### config.mk
export PLATFORM = sky130hd
export DESIGN_NAME = safe_access_ctrl
export DESIGN_NICKNAME = d
export VERILOG_FILES = /design/src/rtl/safe_access_ctrl.sv
export SDC_FILE = /design/constraint.sdc
export NUM_CORES = 1
export LEC_CHECK = 0
export CAP_MARGIN = 10
export CORE_MARGIN = 5
export CORE_UTILIZATION = 63
export CTS_BUF_LIST = sky130_fd_sc_hd__clkbuf_16
export DETAILED_ROUTE_END_ITERATION = 10
export DONT_BUFFER_PORTS = 1
export PLACE_DENSITY = 0.79
export SYNTH_ARGS = -nofsm -noshare
export SYNTH_HDL_FRONTEND = slang
export SYNTH_SLANG_ARGS = --single-unit
### constraint.sdc
create_clock -name clk -period 3 [get_ports clk]
set_input_delay 0.6 -clock clk [delete_from_list [all_inputs] [get_ports clk]]
set_output_delay 0.6 -clock clk [all_outputs]
set_load 0.02 [all_outputs]
### src/rtl/safe_access_ctrl.sv
// Access-control sequencer for the 4-digit safe: owns the stored password,
// the open/programming/locked/lockout state, the failed-attempt count and the lockout timer.
module safe_access_ctrl #(
   parameter int DIGIT_W        = 3,
   parameter int MAX_TRIES      = 3,
   parameter int LOCKOUT_CYCLES = 100_000_000,
   parameter int TMR_W          = 27
) (
   input  logic                 clk,
   input  logic                 rst,
   input  logic                 prog_p,
   input  logic                 lock_p,
   input  logic                 confirm_p,
   input  logic [4*DIGIT_W-1:0] code,
   output logic                 open,
   output logic                 wrong,
   output logic                 mode,
   output logic                 factory,
   output logic [1:0]           tries_left
);

   typedef enum logic [1:0] {S_OPEN, S_PROG, S_LOCKED, S_LOCKOUT} state_t;

   localparam logic [1:0]       MAX_T    = 2'(MAX_TRIES);
   localparam logic [TMR_W-1:0] TMR_LOAD = TMR_W'(LOCKOUT_CYCLES - 1);

   state_t               state_q, state_d;
   logic [4*DIGIT_W-1:0] pwd_q, pwd_d;
   logic [1:0]           fail_q, fail_d;
   logic [TMR_W-1:0]     tmr_q, tmr_d;
   logic                 open_q, wrong_q, mode_q, factory_q;
   logic [1:0]           tries_q;

   always_comb begin
      state_d = state_q;
      pwd_d   = pwd_q;
      fail_d  = fail_q;
      tmr_d   = tmr_q;
      case (state_q)
         S_OPEN: begin
            // lock wins over prog when both arrive together
            if (lock_p)      state_d = S_LOCKED;
            else if (prog_p) state_d = S_PROG;
         end
         S_PROG: begin
            if (prog_p) begin
               pwd_d   = code;
               state_d = S_OPEN;
            end
         end
         S_LOCKED: begin
            if (confirm_p) begin
               if (code == pwd_q) begin
                  state_d = S_OPEN;
                  fail_d  = 2'd0;
               end else if (fail_q + 2'd1 == MAX_T) begin
                  state_d = S_LOCKOUT;
                  fail_d  = 2'd0;
                  tmr_d   = TMR_LOAD;
               end else begin
                  fail_d = fail_q + 2'd1;
               end
            end
         end
         S_LOCKOUT: begin
            // Loaded with LOCKOUT_CYCLES-1 so the exit lands exactly LOCKOUT_CYCLES edges later
            if (tmr_q == '0) state_d = S_LOCKED;
            else             tmr_d   = tmr_q - 1'b1;
         end
         default: state_d = S_OPEN;
      endcase
   end

   always_ff @(posedge clk or posedge rst) begin
      if (rst) begin
         state_q   <= S_OPEN;
         pwd_q     <= '0;
         fail_q    <= 2'd0;
         tmr_q     <= '0;
         open_q    <= 1'b1;
         wrong_q   <= 1'b0;
         mode_q    <= 1'b0;
         factory_q <= 1'b1;
         tries_q   <= MAX_T;
      end else begin
         state_q   <= state_d;
         pwd_q     <= pwd_d;
         fail_q    <= fail_d;
         tmr_q     <= tmr_d;
         // Status LEDs decode the next state so they change on the triggering edge
         open_q    <= (state_d == S_OPEN);
         wrong_q   <= (state_d == S_LOCKOUT);
         mode_q    <= (state_d == S_PROG);
         factory_q <= (pwd_d == '0);
         tries_q   <= MAX_T - fail_d;
      end
   end

   assign open       = open_q;
   assign wrong      = wrong_q;
   assign mode       = mode_q;
   assign factory    = factory_q;
   assign tries_left = tries_q;

endmodule

==> results of run 1 <==
## logic make-up (layout without fill, tap and decap cells)
group                      Yosys count  in the layout  synth area share (%)
and+or+nand+nor                    104            104                  24.1
muxes                               15             15                  6.27
AOI/OAI and AO/OA                   39             39                  11.1
adders and majority gates            2              2                 0.950
DFF                                 49             49                  46.7
xor gates and xnor gates            22             22                  7.32
buffers and inverters               18             19                  3.52
## area by class of cell
class,count,area share (%)
multi-input combinational,182,46.8
sequential,49,44.0
clock buffer,5,4.47
tap,50,2.24
inverter,8,1.07
timing repair buffer,3,0.805
clock inverter,3,0.537
## power by group through the flow
| stage | sequential [uW] | combinational, uW | clock (uW) |
|---|---|---|---|
| after global routing | 998 | 548 | 575 |
| after CTS | 975 | 490 | 546 |
| after detailed placement | 985 | 491 | 0 |
| after floorplan | 928 | 431 | 0 |
| final | 979 | 485 | 536 |
| after global placement | 979 | 479 | 0 |
## synth_stat cells (2+ instances only)
cell type and n:
a21o_1 3, a21oi_1 3, a22oi_1 2, a31oi_1 2
and3_1 4, buf_2 2, buf_4 2, buf_6 2
clkbuf_1 3, dfrtp_1 45, dfstp_2 4, ha_1 2
inv_1 7, mux2_2 12, mux2i_1 3, nand2_1 13
nand3_1 6, nand3b_1 2, nand4_1 6, nor2_1 16
nor2b_1 2, nor3_1 8, nor3b_1 2, nor4_1 15
o211ai_1 3, o21ai_0 6, o31a_1 2, o31ai_1 6
or2_2 4, or3_1 4, or3_2 2, or4_1 6
or4_4 2, xnor2_1 3, xor2_1 19
## registers in the layout, indices dropped and copies added, names as in the netlist
name / cells
mode: 1
tries_left: 2
factory: 1
open: 1
fail_q: 2
state_q: 2
tmr_q: 27
pwd_q: 12
wrong: 1
## critical path, delay by kind of cell, from the launching register on
kind / cells / cell delay [ps]
flops: 1 / 460
compound gates: 1 / 280
simple gates: 3 / 1550
## how the worst max path moves through the flow
stage               startpoint   endpoint  slack [ps]  cells past startpoint
detailed placement   tmr_q[10]   tmr_q[0]         580                      6
global placement      tmr_q[7]  tmr_q[15]         640                      4
finish                tmr_q[3]  tmr_q[15]         600                      4
floorplan             tmr_q[7]  tmr_q[15]         770                      5
CTS                  tmr_q[10]   tmr_q[0]         590                      6
global route         tmr_q[20]  tmr_q[15]         420                      6
## metal layers
layer | global-route usage, % | wire length (um) | up-vias
met3 | 5.74 | 321 | 14
met5 | 0 | 0 | -
li1 | - | - | 935
met2 | 35.9 | 2700 | 58
met1 | 25.8 | 2160 | 954
met4 | 9.09 | 138 | 0
## stage by stage
step / utilization [%] / area [um2] / setup WS (ps) / power, uW / hold slack, ps
6_report: 69.4 / 2800 / 595 / 2000 / 408
3_5_place_dp: 65.9 / 2660 / 584 / 1480 / 504
5_1_grt: 69.4 / 2800 / 419 / 2120 / 480
2_1_floorplan: - / 2630 / 765 / 1360 / 453
3_3_place_gp: 65.9 / 2660 / 636 / 1460 / 496
4_1_cts: 69.4 / 2800 / 588 / 2010 / 460
==> flow_metrics.py, run 1 <==
metrics = {
    "outcome": {
        "outcome": "completed",
    },
    "drt": {
        "wl_per_cell_um": 17.7,
        "drtIter0Drc": 178,
        "wirelength_um": 5320,
        "vias": 1961,
        "ant_nets": 0,
        "drcViolationCount": 0,
        "first_pass_iters": 4,
        "via_per_inst": 6.54,
    },
    "synthesis": {
        "synthTopCellsByArea": "dfrtp_1 (43%), xor2_1 (6.3%), mux2_2 (5.1%)",
        "yosysUniqueCellTypes": 61,
        "syn_nets": 268,
        "ys.warnings.count": 0,
        "yosys.area.top_type_share_pct": 42.8,
        "netlist_instances": 249,
        "yosysTopAreaCell": "dfrtp_1",
        "synth_area_per_cell_um2": 10.6,
        "ys_seq_elements": 49,
        "synthFlopType": "dfrtp_1",
        "synth_edf_count": 0,
        "synth_area_um2": 2630,
        "synthArstFlopShare_pct": 100,
        "ys_seq_area_share_pct": 46.7,
    },
    "setup_path": {
        "worst-endpoint-required_ps": 3160,
        "worst_path_max_delay_cell": "or4_1",
        "reg2reg_to": "tmr_q[15]",
        "cp.arrival_ps": 2570,
        "start_kind": "flop",
        "crit_chain": "or3_2 -> or4_1 -> o31a_1 -> or3_1",
        "r2r-start": "tmr_q[3]",
        "cpPeakStageDelay_ps": 670,
        "cp_max_fo": 8,
        "ff2ff_setup_slack_ps": 600,
        "rr_worst_depth": 4,
        "path_class": "flop to flop",
        "end_kind": "flop",
    },
    "clock_network": {
        "cts_tree": "done",
        "path_clk_slew_ps": 60,
        "clock_sinks": 49,
        "postCtsHoldBufs": 0,
        "clockBufferDepth": 2,
        "cts_root_buf": "clkbuf_16",
        "post_cts_resized": 0,
        "h-tree-depth": 2,
        "clk_latency_ps": 280,
        "cts-buffers-inserted": 5,
        "post-cts-setup-buffer-count": 0,
    },
    "timing": {
        "maxSlewHeadroom_pct": 34.5,
        "drv_slew": 0,
        "fin_skew_ps": 4.41,
        "setup_violations": 0,
        "rsz0062_at_grt": "false",
        "fin_crit_sh_pct": 80.2,
        "setup-tns-final_ps": 0,
        "fin_crit_ps": 2400,
        "worst_slew_pin_slew_ps": 983,
        "hold_viol_final": 0,
        "clock.fmax_mhz": 416,
    },
    "grt": {
        "antenna_found_initial": 0,
        "grt_pass1_vias": 1961,
        "grt_usage_pct": 21.3,
        "grt_overflow": 0,
        "grt_start_max_net_pins": 50,
        "grt_pass1_wl_um": 8960,
    },
    "placed_design": {
        "placedCellCount": 292,
        "gp_congestion": 0.844,
        "portBuffers": 0,
        "dp_hpwl_um": 3860,
    },
    "power": {
        "p_clk_share_pct": 26.8,
        "powerDensity_nw_per_um2": 715,
        "power_frac_seq_pct": 48.9,
        "sw_frac_of_total_pct": 34.2,
        "p_leak_uw": 0.00117,
        "intPower_uw": 1320,
        "p_sw_uw": 685,
        "comb_power_share_pct": 24.3,
        "ir_worst_vdd_mv": 0.423,
    },
    "worst_hold_path": {
        "hold_class": "primary input to asynchronous set/reset pin",
    },
    "finish": {
        "final_common_cell": "dfrtp_1",
        "final_cell_mix": "dfrtp_1 (45), xor2_1 (19), nor2_1 (16)",
        "ff_latch_area_um2": 1230,
        "fin_cells": 300,
        "multi_input_area_um2": 1310,
        "num_antenna_cells": 0,
        "areaGrowthSynthToFinish_pct": 6.18,
        "nNetsFinal": 268,
        "drive_gt1_share_pct": 16.8,
        "fillCellCount": 305,
    },
    "die": {
        "core-area_um2": 4030,
        "die_width_um": 74.7,
        "start_util_pct": 65.4,
        "die_y_um": 74.7,
        "row_count": 23,
        "die_area_um2": 5570,
        "io_pins": 23,
    },
    "job": {
        "maxCapViolCount": 0,
    },
}
No activity file was read; power rests on OpenSTA's default activity.
==> run 2, diff against run 1 <==
clock period = 2.4 ns   (was 3 ns; I/O delays follow)
==> flow_metrics.py, run 2 (synthesis gave the netlist of run 1 again) <==
metrics = {
    "outcome": {
        "outcome": "completed",
    },
    "drt": {
        "vias": 2017,
        "drtIter0Drc": 126,
        "drcViolationCount": 0,
        "first_pass_iters": 4,
        "ant_nets": 0,
        "wl_per_cell_um": 17.7,
        "wirelength_um": 5580,
        "via_per_inst": 6.38,
    },
    "clock_network": {
        "h-tree-depth": 2,
        "postCtsHoldBufs": 0,
        "path_clk_slew_ps": 70,
        "clockBufferDepth": 2,
        "clk_latency_ps": 290,
        "clock_sinks": 49,
        "cts-buffers-inserted": 5,
        "post-cts-setup-buffer-count": 0,
        "cts_tree": "done",
        "cts_root_buf": "clkbuf_16",
        "post_cts_resized": 0,
    },
    "job": {
        "maxCapViolCount": 0,
    },
    "finish": {
        "top_register": "tmr_q",
        "top_regs": "tmr_q x27, pwd_q x12",
        "num_antenna_cells": 0,
        "nNetsFinal": 284,
        "largest_reg_flops": 27,
        "final_cell_mix": "dfrtp_1 (44), xor2_1 (19), buf_4 (18)",
        "final_common_cell": "dfrtp_1",
        "drive_gt1_share_pct": 24.1,
        "areaGrowthSynthToFinish_pct": 13.1,
    },
    "die": {
        "die_y_um": 74.7,
        "die_area_um2": 5570,
        "row_count": 23,
        "start_util_pct": 65.4,
        "io_pins": 23,
        "die_width_um": 74.7,
        "core-area_um2": 4030,
    },
    "timing": {
        "setup-tns-final_ps": 0,
        "hold_viol_final": 0,
        "fin_crit_ps": 2250,
        "rsz0062_at_grt": "false",
        "drv_slew": 0,
        "fin_skew_ps": 11.1,
        "maxSlewHeadroom_pct": 61.0,
        "setup_violations": 0,
        "fin_crit_sh_pct": 93.6,
        "clock.fmax_mhz": 445,
        "worst_slew_pin_slew_ps": 583,
    },
    "grt": {
        "grt_overflow": 0,
        "grt_pass1_wl_um": 9760,
        "grt_usage_pct": 23.1,
        "grt_pass1_vias": 2149,
        "antenna_found_initial": 0,
        "grt_start_max_net_pins": 19,
    },
    "worst_hold_path": {
        "hold_class": "primary input to asynchronous set/reset pin",
    },
    "placed_design": {
        "dp_hpwl_um": 4240,
        "portBuffers": 0,
        "gp_congestion": 0.877,
    },
    "power": {
        "p_sw_uw": 927,
        "p_total_uw": 2790,
        "p_leak_uw": 0.00126,
        "sw_frac_of_total_pct": 33.2,
        "p_clk_share_pct": 29.1,
        "comb_power_share_pct": 28.2,
        "ir_worst_vdd_mv": 0.696,
        "power_frac_seq_pct": 42.7,
        "powerDensity_nw_per_um2": 936,
        "intPower_uw": 1860,
    },
    "setup_path": {
        "end_kind": "flop",
        "cp_max_fo": 5,
        "start_kind": "flop",
        "cp.arrival_ps": 2430,
        "worst-endpoint-required_ps": 2580,
        "path_class": "flop to flop",
    },
}
[run 2: stage by stage]
| stage | util, % | hold WS [ps] | area [um2] | std cells | setup WS [ps] |
|---|---|---|---|---|---|
| finish | 73.9 | 34.7 | 2980 | 316 | 153 |
| global route | 73.9 | 55.1 | 2980 | 316 | 17.4 |
| CTS | 73.5 | 50.2 | 2960 | 316 | 32.3 |
| detailed placement | 69.2 | 361 | 2790 | 308 | 49.6 |
| global placement | 69.2 | 357 | 2790 | 308 | 72.8 |
| floorplan | - | 453 | 2630 | 249 | 165 |
[run 2: final timing paths]
kind	from	end	slack (ps)	cells after the start
worst min-delay path	rst	tmr_q[25]	30	1
worst max-delay path	tmr_q[0]	tmr_q[8]	150	7
worst min register to register	fail_q[1]	tries_left[1]	530	1
min in group clk	code[0]	pwd_q[0]	350	1
max in group asynchronous	rst	open	1750	2
worst max register to register	tmr_q[0]	tmr_q[8]	150	7
[run 2: layer usage]
layer  vias to the layer above  global-route usage (%)  share of wire [%]
met5                         -                       0                  0
met4                         0                    8.70                2.1
met3                        11                    5.61                5.2
met2                        42                    40.7                 51
met1                       999                    27.4                 41
li1                        965                       -                  -
[run 2: layout make-up]
| class | count | area, um2 |
|---|---|---|
| multi-input combinational | 182 | 1330 |
| sequential | 49 | 1230 |
| fill | 295 | 1050 |
| timing repair buffer | 19 | 155 |
| clock buffer | 5 | 125 |
| tap | 50 | 62.6 |
| clock inverter | 3 | 47.5 |
| inverter | 8 | 30.0 |
[run 2: power groups by stage]
stage	registers [uW]	logic, uW	clock network [uW]
floorplan	1160	538	0
global placement	1190	756	0
detailed placement	1200	777	0
CTS	1180	785	821
global route	1210	871	860
finish	1190	787	813
[run 2: critical path, cell delays in order (launching register included)]
cell,delay [ps]
dfrtp_1,390
inv_1,130
ha_2,220
or4b_1,500
or4_2,570
nand3_1,100
o31ai_1,70
a21o_1,150
==> RTL change 1, RTL diff (flow settings as in run 2) <==
Encoding of `state_t`: now one-hot (4 bits for 4 states).
--- a/src/rtl/safe_access_ctrl.sv
+++ b/src/rtl/safe_access_ctrl.sv
@@ -20,5 +20,5 @@
 );
 
-   typedef enum logic [1:0] {S_OPEN, S_PROG, S_LOCKED, S_LOCKOUT} state_t;
+   typedef enum logic [3:0] {S_OPEN = 4'b0001, S_PROG = 4'b0010, S_LOCKED = 4'b0100, S_LOCKOUT = 4'b1000} state_t;
 
    localparam logic [1:0]       MAX_T    = 2'(MAX_TRIES);
Check against the original RTL: same outputs for any inputs over 10 cycles, from zero or initial values and one cycle with rst high; not proved beyond that.
==> RTL change 1 against run 2 <==
- the flow now finishes with violations (negative setup slack)
- sequential share of layout area decreased by 1.7 points
- fmax decreased by 12%
- power rose by 22%
- sequential cell count rose by 2
- area after synthesis fell by 1.5%
- count of clock-buffer cells in the layout did not move
- final cell count increased by 11%
- hold slack better by 2.4 ps
- combinational power increased by 45%
- cell area is 8.5% higher
- wire length grew 16%
- setup slack worse by 310 ps
- critical path type unchanged
- largest cell class unchanged
==> RTL change 1: results (changes against run 2) <==
GR met1 Demand/Resource=30.69% (was 27.44%); leakage=1.425 nW (was 1.260 nW); Placed Instance Area=2932 um2 (was 2789 um2); Worst path slowest cell=or4_4 (was or4_2); GP Congestion=0.7880 (was 0.8773); first-pass GRT wire length=10270 um (was 9763 um); post-synth net total=274 (was 268); Fin Setup TNS=-378.3 ps (was 0 ps); sequential area share after synthesis=49.42% (was 46.75%); Final WS setup=-160.8 ps (was 152.6 ps); vias in the first global route=2236 (was 2149); routed wire length=6483 um (was 5580 um); M1 wire length=2719 um (was 2300 um); power in combinational cells=1.14 mW (was 787 uW); met2 Use GR=41.54% (was 40.68%); maximum VDD drop=0.8160 mV (was 0.6963 mV); CP max FO=2 (was 5); layout net count=318 (was 284); met3 Usage GRT=5.135% (was 5.607%); Tot GR Track Use=24.39% (was 23.13%); fraction of layout cells with a size suffix above 1=29.90% (was 24.06%); Fin Clk Skew=11.58 ps (was 11.08 ps); Max stage delay on crit path=530 ps (was 570 ps); # setup viols final=5 (was 0); vias per cell=6.393 (was 6.383); Synth cell types=45 (was 61); DP Cell Count=336 (was 308); failing checks=negative setup slack; run status=complete, but fails checks (was complete, no violations)
-- RTL change 1: cell count changes after synthesis, moves of 3 or more --
cell and delta:
nor2_1 -4, clkbuf_1 +5, a21o_1 -3, nor3_1 -3
or3_1 +12, or4_1 +4, o21ai_0 +13, xor2_1 -4
and3_1 -3, nand3_1 +12, a21oi_1 +3
-- RTL change 1: what timing repair did --
action,in CTS,in global routing
setup endpoints to repair,24,22
pin swaps,2,4
gates resized for setup,6,11
buffers inserted,2,5
-- RTL change 1: cells by family after synthesis --
group | after synthesis | share of synthesized area (%)
AOI/OAI and AO/OA | 41 | 9.547
and+or+nand+nor | 117 | 26.57
adders and majority gates | 1 | 0.4821
muxes | 15 | 6.365
buffers and inverters | 15 | 2.218
xor gates and xnor gates | 16 | 5.400
DFF | 51 | 49.42
-- RTL change 1: final cells by class --
class	count	area, um2
Clock buffer	5	125.1
Clock inverter	3	37.54
Fill cell	225	768.2
Inverter	6	22.52
Multi-Input combinational cell	190	1336
Sequential cell	51	1282
Tap cell	50	62.56
Timing Repair Buffer	46	365.4
-- RTL change 1: final timing paths --
kind / start / to / slack [ps]
max: tmr_q[15]$_DFFE_PP0P_ / tmr_q[25]$_DFFE_PP0P_ / -160
min: rst / pwd_q[0]$_DFF_PP0_ / 40
max reg2reg: tmr_q[15]$_DFFE_PP0P_ / tmr_q[25]$_DFFE_PP0P_ / -160
min reg2reg: pwd_q[11]$_DFF_PP0_ / pwd_q[11]$_DFF_PP0_ / 550
max in group asynchronous: rst / state_q[0]$_DFF_PP1_ / 1790
min in group clk: code[6] / pwd_q[6]$_DFF_PP0_ / 340
-- RTL change 1: worst register-to-register path, cell delays in order (launching register included) --
cell and delay (ps):
dfrtp_1 380, or4_4 530, or3_4 340, or4_4 430
or3_4 370, or3_1 310, a21oi_1 120
==> RTL change 2, RTL diff (config.mk and constraints of run 2) <==
Without the edit above. Set the parameter `TMR_W` to 35 (it was 27).
--- a/src/rtl/safe_access_ctrl.sv
+++ b/src/rtl/safe_access_ctrl.sv
@@ -5,5 +5,5 @@
    parameter int MAX_TRIES      = 3,
    parameter int LOCKOUT_CYCLES = 100_000_000,
-   parameter int TMR_W          = 27
+   parameter int TMR_W          = 35
 ) (
    input  logic                 clk,
Formal check against the unedited RTL: no difference found for any inputs over 10 cycles, from zero or initial values and one cycle with rst high; that may be too few to reach the edited logic, so the function may still have changed.
==> RTL change 2 against run 2 <==
- the run now ends with negative setup slack left
- wire length is 25% higher
- area after synthesis grew 14%
- sequential cell count rose by 8
- setup slack worse by 190 ps
- power rose by 20%
- synthesized cell count is 16% higher
- cell area is 21% higher
- highest routed layer unchanged
==> RTL change 2: results (changes against run 2) <==
# setup viols final=2 (was 0); first-pass GRT wire length=12120 um (was 9763 um); Yosys warning count=0 (unchanged); Placed Instance Area=3206 um2 (was 2789 um2); DP Cell Count=356 (was 308); leakage=1.461 nW (was 1.260 nW); Largest regs=tmr_q (35), pwd_q (12) (was tmr_q (27), pwd_q (12)); Non-Filler Instances=378 (was 316); Compound-Gate Fraction of Synth Area=13.84% (was 11.12%); drt wl/cell=18.42 um (was 17.66 um); largest net degree at the start of global routing=23 (was 19); DPL Wire Length=4657 um (was 4240 um); initial antenna violation count=0 (unchanged); clk slew on worst S/H paths=50 ps (was 70 ps); post-synth net total=306 (was 268); Detailed Route Iter0 Violations=181 (was 126); CTS buffer count=9 (was 5); Synth Area in Adders=0.4182% (was 0.9501%); vias in the first global route=2561 (was 2149); Final WS setup=-34.36 ps (was 152.6 ps); GP Congestion=0.8889 (was 0.8773); mux cell area share after synthesis=6.566% (was 6.271%); WP data arrival=2690 ps (was 2430 ps); Post-synth top cells=dfrtp_1, a21oi_1, or4_1 (was dfrtp_1, xor2_1, nor2_1); Synth Instances=288 (was 249); CP max FO=8 (was 5); XOR/XNOR Fraction of Synth Area=3.806% (was 7.316%); maximum VDD drop=0.6852 mV (was 0.6963 mV); worst-margin pin slew=635.9 ps (was 583.3 ps); # fillers=294 (was 295); vias per cell=6.638 (was 6.383); Max stage delay on crit path=540 ps (was 570 ps); run status=complete, but fails checks (was complete, no violations); worst-skew pair later-pin latency=330 ps (was 290 ps); Tot GR Track Use=25.14% (was 23.13%); H-tree levels=3 (was 2); fraction of layout cells with a size suffix above 1=23.77% (was 24.06%); failing checks=negative setup slack; Switching Share=31.10% (was 33.23%); Fin Clk Skew=8.400 ps (was 11.08 ps); Fin Setup TNS=-47.06 ps (was 0 ps); Worst path slowest cell=or4_4 (was or4_2); sequential area share after synthesis=47.85% (was 46.75%); Synth area leaders=dfrtp_1, mux2_2, or4_1, xor2_1, a21oi_1 (was dfrtp_1, xor2_1, mux2_2, dfstp_2, nor4_1); Synth cell types=51 (was 61)
RTL change 2: final cells by class:
cell class,instances,area (um2),share of cell area (%)
multi-input cells,214,1493,41.31
flip-flops and latches,57,1431,39.61
inverters,5,18.77,0.5194
repair buffers,32,315.3,8.726
clock inverters,7,62.56,1.731
clock buffers,9,225.2,6.233
well taps,54,67.56,1.870
RTL change 2: final timing paths:
kind | cells past startpoint | startpoint | to
max | 5 | tmr_q[27]$_DFFE_PP0P_ | open$_DFF_PP1_
min | 1 | rst | pwd_q[7]$_DFF_PP0_
max reg2reg | 5 | tmr_q[27]$_DFFE_PP0P_ | open$_DFF_PP1_
min reg2reg | 1 | fail_q[1]$_DFF_PP0_ | tries_left[1]$_DFF_PP1_
max in group asynchronous | 2 | rst | tries_left[1]$_DFF_PP1_
min in group clk | 1 | code[7] | pwd_q[7]$_DFF_PP0_
RTL change 2: per-layer routing:
metal  GRT usage [%]  wire length [um]  vias up
li1                -                 -     1178
met1           31.98              2872     1240
met2           40.58              3525       73
met3           5.669               370       18
met4           12.54               195        0
met5               0                 0        -
RTL change 2: cell families (layout without fill, tap and decap cells):
family	count (synthesis)	count (layout)
AND/OR/NAND/NOR	120	120
AO/OA/AOI/OAI	62	62
flip-flops	57	57
multiplexers	18	18
buffers and inverters	17	53
XOR/XNOR	13	13
adder cells (fa/ha/maj)	1	1
RTL change 2: critical path: cells and delay by family (launching register included):
| family | cells | cell delay, ps |
|---|---|---|
| AND/OR/NAND/NOR | 4 | 1710 |
| flip-flops | 1 | 370 |
| AO/OA/AOI/OAI | 1 | 280 |
RTL change 2: through the flow:
step	worst slack [ps]	hold WS [ps]
5_1_grt	-102.3	82.39
2_1_floorplan	-65.55	446.8
6_report	-34.36	37.22
3_3_place_gp	-68.79	390.9
3_5_place_dp	-146.4	394.8
4_1_cts	-114.4	58.82
RTL change 2: timing repair:
item,in CTS,in global routing
buffers inserted,2,2
pin swaps,7,1
endpoints found under the setup margin,30,32
hold endpoints to repair,0,0
gates resized for setup,1,11
cloned,0,2
RTL change 2: power by group through the flow:
stage	clock, mW	sequential (mW)	combinational, mW
after floorplan	0	1.41	0.484
after global placement	0	1.45	0.632
after detailed placement	0	1.46	0.656
after CTS	1.23	1.45	0.676
after global routing	1.28	1.49	0.774
final	1.22	1.46	0.680
